--- config.mk ---
export PLATFORM = sky130hd
export DESIGN_NAME = operand_loader_128
export DESIGN_NICKNAME = d
export VERILOG_FILES = /design/src/rtl/operand_loader_pkg.sv /design/src/rtl/operand_loader_128.sv
export SDC_FILE = /design/constraint.sdc
export NUM_CORES = 1
export LEC_CHECK = 0
export ABC_CLOCK_PERIOD_IN_PS = 8700
export CAP_MARGIN = 25
export CELL_PAD_IN_SITES_DETAIL_PLACEMENT = 1
export CELL_PAD_IN_SITES_GLOBAL_PLACEMENT = 1
export CORE_MARGIN = 3
export CORE_UTILIZATION = 35
export DETAILED_ROUTE_END_ITERATION = 10
export PLACE_DENSITY = 0.74
export SYNTH_ARGS = -nofsm -noshare
export SYNTH_HDL_FRONTEND = slang
export SYNTH_SLANG_ARGS = --single-unit
export TNS_END_PERCENT = 30
--- constraint.sdc ---
create_clock -name clk_i -period 8.7 [get_ports clk_i]
set_clock_uncertainty 0.1 [all_clocks]
set_input_delay 1.74 -clock clk_i [delete_from_list [all_inputs] [get_ports clk_i]]
set_output_delay 1.74 -clock clk_i [all_outputs]
set_load 0.05 [all_outputs]
--- src/rtl/operand_loader_pkg.sv ---
// ============================================================================
// Module      : operand_loader_pkg
// Description : Shared widths and state encoding for the 128-bit operand loader.
// Revision    : 1.0 - initial release
// ============================================================================
`default_nettype none

package operand_loader_pkg;

  localparam int WORD_W       = 32;
  localparam int WORDS_PER_OP = 4;
  localparam int OP_W         = WORD_W * WORDS_PER_OP;

  typedef enum logic [1:0] {
    LOAD_A  = 2'd0,
    LOAD_B  = 2'd1,
    PRESENT = 2'd2
  } loader_state_t;

endpackage : operand_loader_pkg

`default_nettype wire

--- src/rtl/operand_loader_128.sv ---
// ============================================================================
// Module      : operand_loader_128
// Description : Assembles two 128-bit operands plus carry-in from a 32-bit word
//               stream and presents them to an adder stage with a valid/ready pair.
// Revision    : 1.0 - initial release
// ============================================================================
`default_nettype none

module operand_loader_128 #(
  parameter int WORD_W = operand_loader_pkg::WORD_W
) (
  input  logic                                         clk_i,
  input  logic                                         rst_i,
  input  logic [WORD_W-1:0]                            Word_i,
  input  logic                                         Word_valid_i,
  output logic                                         Word_ready_o,
  input  logic                                         Cin_i,
  input  logic                                         Clear_i,
  output logic [WORD_W*operand_loader_pkg::WORDS_PER_OP-1:0] A_o,
  output logic [WORD_W*operand_loader_pkg::WORDS_PER_OP-1:0] B_o,
  output logic                                         Cin_o,
  output logic                                         Op_valid_o,
  input  logic                                         Op_ready_i
);

  import operand_loader_pkg::*;

  localparam logic [1:0] c_LAST_WORD = 2'(WORDS_PER_OP - 1);

  loader_state_t r_state;
  logic [1:0]    r_cnt;
  logic          w_xfer;

  // Ready drops while reset is held so no word can be claimed during reset.
  assign Word_ready_o = (r_state != PRESENT) & ~rst_i;
  assign w_xfer       = Word_valid_i & Word_ready_o;

  always_ff @(posedge clk_i or posedge rst_i) begin
    if (rst_i) begin
      r_state    <= LOAD_A;
      r_cnt      <= 2'd0;
      A_o        <= '0;
      B_o        <= '0;
      Cin_o      <= 1'b0;
      Op_valid_o <= 1'b0;
    end else if (Clear_i) begin
      // Operand registers are left alone; only the sequencing is aborted.
      r_state    <= LOAD_A;
      r_cnt      <= 2'd0;
      Op_valid_o <= 1'b0;
    end else begin
      case (r_state)
        LOAD_A: begin
          if (w_xfer) begin
            A_o[int'(r_cnt)*WORD_W +: WORD_W] <= Word_i;
            if (r_cnt == c_LAST_WORD) begin
              r_state <= LOAD_B;
              r_cnt   <= 2'd0;
            end else begin
              r_cnt <= r_cnt + 2'd1;
            end
          end
        end
        LOAD_B: begin
          if (w_xfer) begin
            B_o[int'(r_cnt)*WORD_W +: WORD_W] <= Word_i;
            if (r_cnt == c_LAST_WORD) begin
              Cin_o      <= Cin_i;
              r_state    <= PRESENT;
              r_cnt      <= 2'd0;
              Op_valid_o <= 1'b1;
            end else begin
              r_cnt <= r_cnt + 2'd1;
            end
          end
        end
        PRESENT: begin
          if (Op_ready_i) begin
            r_state    <= LOAD_A;
            r_cnt      <= 2'd0;
            Op_valid_o <= 1'b0;
          end
        end
        default: begin
          r_state    <= LOAD_A;
          r_cnt      <= 2'd0;
          Op_valid_o <= 1'b0;
        end
      endcase
    end
  end

endmodule : operand_loader_128

`default_nettype wire

# --- Word-level counts from Yosys, hierarchy flattened ---
# Index checks and enable logic that the tools add are counted.
word_totals:
  output_inout_bits: 259
  word_cells: 51
  in_bits: 38
  ff_bits: 262
op_classes:
  n_addsub: 2
  eq_ne: 11
  bitwise_logic: 4
  reduce_logical: 8
  n_mux: 18
  n_shift: 2
op_table:
  columns: ["cell", "count"]
  rows:
  - ["128-bit bitwise mux", 2]
  - ["32-bit by 33-bit variable shift with 128-bit output (first input constant)", 1]
  - ["32-bit by 33-bit indexed part select with 128-bit output", 1]
  - ["7-bit negation with 33-bit output", 1]
  - ["2-bit two-way mux", 9]
  - ["3-bit != test (second input constant)", 5]
  - ["4-bit AND reduction", 2]
  - ["2-bit case mux with 3 select lines", 1]
  - ["3-bit AND reduction", 2]
  - ["5-bit AND reduction", 1]
  - ["2-bit == test (second input constant)", 2]
  - ["1-bit two-way mux", 4]
  - ["2-bit != test (second input constant)", 2]
  - ["2-bit case mux with 2 select lines", 1]
  - ["3-bit by 1-bit != test with 1-bit output (second input constant)", 1]
  - ["1-bit case mux with 3 select lines", 1]
  - ["2-bit by 1-bit adder with 2-bit output (second input constant)", 1]
  - ["1-bit AND", 2]
  - ["2-bit by 1-bit == test with 1-bit output (second input constant)", 1]
  - ["2-bit logical NOT", 1]
  - ["1-bit NOT", 2]
  - ["2-bit AND reduction", 1]
  - ["2-bit OR reduction", 1]

# --- Longest topological paths before layout ---
logic_depth:
  depth_word: 6
  mapped_depth: 7
  depth_no_buf: 5

# --- Least setup slack after synthesis ---
# OpenSTA, ideal clock, no wires.
synth_path:
  path_kind: "input to output"
  start: "input rst_i"
  end: "output Word_ready_o"
  n_path_buf: 0
  setup_slack_ps: 4360
  cell_stages: 1
  t_required_ps: 6860
  t_arrival_ps: 2500
  cell_sequence: "a21oi_1"
synth_via:
  elab_chain_cells: 2
synth_lines:
  columns: ["item", "line", "rtl"]
  rows:
  - ["from (decl)", "operand_loader_128.sv:13", "input logic rst_i,"]
  - ["1-bit NOT", "operand_loader_128.sv:35", "assign Word_ready_o = (r_state != PRESENT) & ~rst_i;"]
  - ["1-bit AND", "operand_loader_128.sv:35", null]
  - ["to (decl)", "operand_loader_128.sv:16", "output logic Word_ready_o,"]
# No other way between the ends.

# --- Final worst setup path ---
# Same ends and word-level chain as after synthesis.

==> flow_summary.ini <==
[placement]
port_buffers = 296
dp.final_hpwl_um = 23500
gp_routability_congestion = 0.795
post-place-cells = 1396

[layout]
fin_cells = 1454
design.final.nets = 1076
final_common_cell = clkdlybuf4s50_1
drive_gt1_share_pct = 30.2
fin_util_pct = 49.5
final_cell_mix = clkdlybuf4s50_1 (296), dfrtp_1 (262), mux2_2 (240), and2_1 (126), clkbuf_16 (31)
area_delta_synth_final_pct = 38.5

[hold_path]
hold_path_depth = 1
holdCritStartpoint = B_o[53]
hold_path_class = reg2reg
whs_endpoint = B_o[53]

[grt]
grt_overflow = 0
antenna_found_initial = 3
grt_pass1_wl_um = 50800
grt_pass1_vias = 8017
grt_usage_pct = 19.9
grt_max_degree = 152

[floorplanning]
die_w_um = 183
dieArea_um2 = 33600
fp.dieH_um = 183
initial_core_util_pct = 35.7
io-pin-count = 297
std_cell_rows = 64
core_um2 = 30800

[route]
num_vias = 7162
ant_nets = 0
wl_per_cell_um = 23.5
drt_first_pass_iters = 4
viasPerCell = 4.93
finalWirelength_um = 34100
drc_errors = 0
drtIter0Drc = 248

[timing]
final_max_slew_viol_count = 0
min_period_over_period_pct = 59.0
max-slew-margin-rel_pct = 42.8
finalHoldViolCount = 0
grt_setup_unrepaired = no
clock.fmax_mhz = 195
setup_viol = 0
fin_tns_setup_ns = 0
tightest_slew_ns = 0.855
finalCriticalPeriod_ns = 5.14

[power]
ir_worst_vdd_mv = 0.157
p_int_mw = 2.14
p_switching_mw = 0.809
p_comb_share_pct = 13.9
p_leak_nw = 7.15
p_clk_share_pct = 42.3
pwr-share-seq_pct = 43.8
p_sw_share_pct = 27.5
pwr_density_cell_nw_per_um2 = 193

[setup_path]
cp-start-kind = primary input
r2r_setup_slack_ns = 5.86
critPathCaptureType = primary output
required_ns = 6.86
cp_max_fo = 7
cp.arrival_ns = 3.30
critical_path_class = in2out
r2r-start = r_cnt[0]
reg2reg_depth = 6
reg2reg_to = B_o[109]

[clock_tree]
cts_setup_buffers = 0
cts-root-buf = clkbuf_16
worstSkewPairLatency_ns = 0.54
cts_tree = done
clk_pin_slew_ns = 0.06
cts_hold_buf = 0
ctsResizeCount = 0
cts_sinks = 262
cts_max_level = 1
cts_max_path_buffers = 3
numCtsBuffers = 30

[logic_synthesis]
ys_ff_latch = 262
synth_nets = 775
syn_inst = 732
yosysWarnings = 0
synth_area_um2 = 11000
synth_area_per_cell_um2 = 15.0
synth_seq_area_share_pct = 59.5
ys_types = 30

[flow_run]
cap_violations = 0

[run_status]
status = finished clean
## state kept, by name, summed over array words and instances (netlist names)
signal      count
r_state         2
r_cnt           2
A_o           128
Cin_o           1
Op_valid_o      1
B_o           128
## kinds of logic after synthesis
| group | synth area share [%] |
|---|---|
| flip-flops | 59.5 |
| multiplexers | 26.3 |
| AND/OR/NAND/NOR | 9.73 |
| buffers and inverters | 3.35 |
| AO/OA/AOI/OAI | 0.477 |
| adder cells (fa/ha/maj) | 0.568 |
| XOR/XNOR | 0.0795 |
## worst max-delay path: stages
cell and delay (ns):
clkdlybuf4s50_1 0.55, a21oi_1 0.18, clkdlybuf4s50_1 0.82
## power groups by stage
stage	Combinational, mW	Sequential, mW	Clock, mW
floorplan	0.0957	1.46	0
global placement	0.409	1.31	0
detailed placement	0.413	1.31	0
CTS	0.414	1.29	1.28
global route	0.430	1.29	1.34
finish	0.410	1.29	1.25
## cells in the mapped netlist
| cell | number | share of area (%) |
|---|---|---|
| and4b_1 | 1 | 0.091 |
| or4_4 | 1 | 0.10 |
| a31o_2 | 1 | 0.080 |
| clkbuf_8 | 2 | 0.25 |
| nor2_4 | 3 | 0.31 |
| inv_1 | 6 | 0.20 |
| buf_6 | 20 | 2.0 |
| nand2b_1 | 1 | 0.057 |
| nor3b_1 | 3 | 0.20 |
| nor2_8 | 5 | 0.91 |
| ha_1 | 5 | 0.57 |
| a21oi_1 | 4 | 0.18 |
| nor2_1 | 1 | 0.034 |
| nand2_1 | 5 | 0.17 |
| nor4bb_1 | 3 | 0.27 |
| a31oi_1 | 2 | 0.11 |
| and3b_1 | 1 | 0.080 |
| xnor2_1 | 1 | 0.080 |
| mux2_1 | 17 | 1.7 |
| nand3b_1 | 1 | 0.068 |
| or4_1 | 1 | 0.068 |
| mux2_2 | 240 | 25 |
| nand3_1 | 1 | 0.045 |
| clkbuf_1 | 13 | 0.44 |
| or4b_4 | 1 | 0.12 |
| o221a_2 | 1 | 0.10 |
| dfrtp_1 | 262 | 60 |
| buf_8 | 3 | 0.41 |
| and2_1 | 126 | 7.2 |
| nor3_1 | 1 | 0.045 |
## worst max-delay path by stage
stage          slack (ns)      endpoint   from  cells after the start
2_1_floorplan        3.40        A_o[0]  rst_i                      1
5_1_grt              3.48  Word_ready_o  rst_i                      3
4_1_cts              3.56  Word_ready_o  rst_i                      3
3_3_place_gp         3.60  Word_ready_o  rst_i                      3
6_report             3.56  Word_ready_o  rst_i                      3
3_5_place_dp         3.57  Word_ready_o  rst_i                      3
## cell type report
class                   instances  area [µm²]
inverters                       6        26.3
multi-input cells             426        4110
clock inverters                11        58.8
diodes                          1        2.50
repair buffers                307        3080
flip-flops and latches        262        6560
clock buffers                  45         928
well taps                     396         495
fillers                      3083       15600
## per-stage QoR
| step | cell area, µm² | total power [mW] | hold WS [ns] | setup slack, ns |
|---|---|---|---|---|
| after global placement | 14200 | 1.72 | 0.370 | 3.60 |
| after detailed placement | 14300 | 1.72 | 0.375 | 3.57 |
| after floorplan | 11000 | 1.56 | 0.421 | 3.40 |
| after CTS | 15200 | 2.98 | 0.391 | 3.56 |
| after global routing | 15300 | 3.06 | 0.396 | 3.48 |
| final | 15300 | 2.95 | 0.388 | 3.56 |
## per-layer routing
metal | wire length [µm] | up-vias | global-route usage, % | part of all wire, %
met4 | 1140 | 2 | 6.79 | 3.3
met2 | 16900 | 204 | 34.0 | 50
met1 | 14400 | 3770 | 25.3 | 42
met3 | 1630 | 61 | 3.89 | 4.8
li1 | - | 3125 | - | -
met5 | 20 | - | 0 | 0.059
Note: power is estimated with default switching activity, not from simulation.
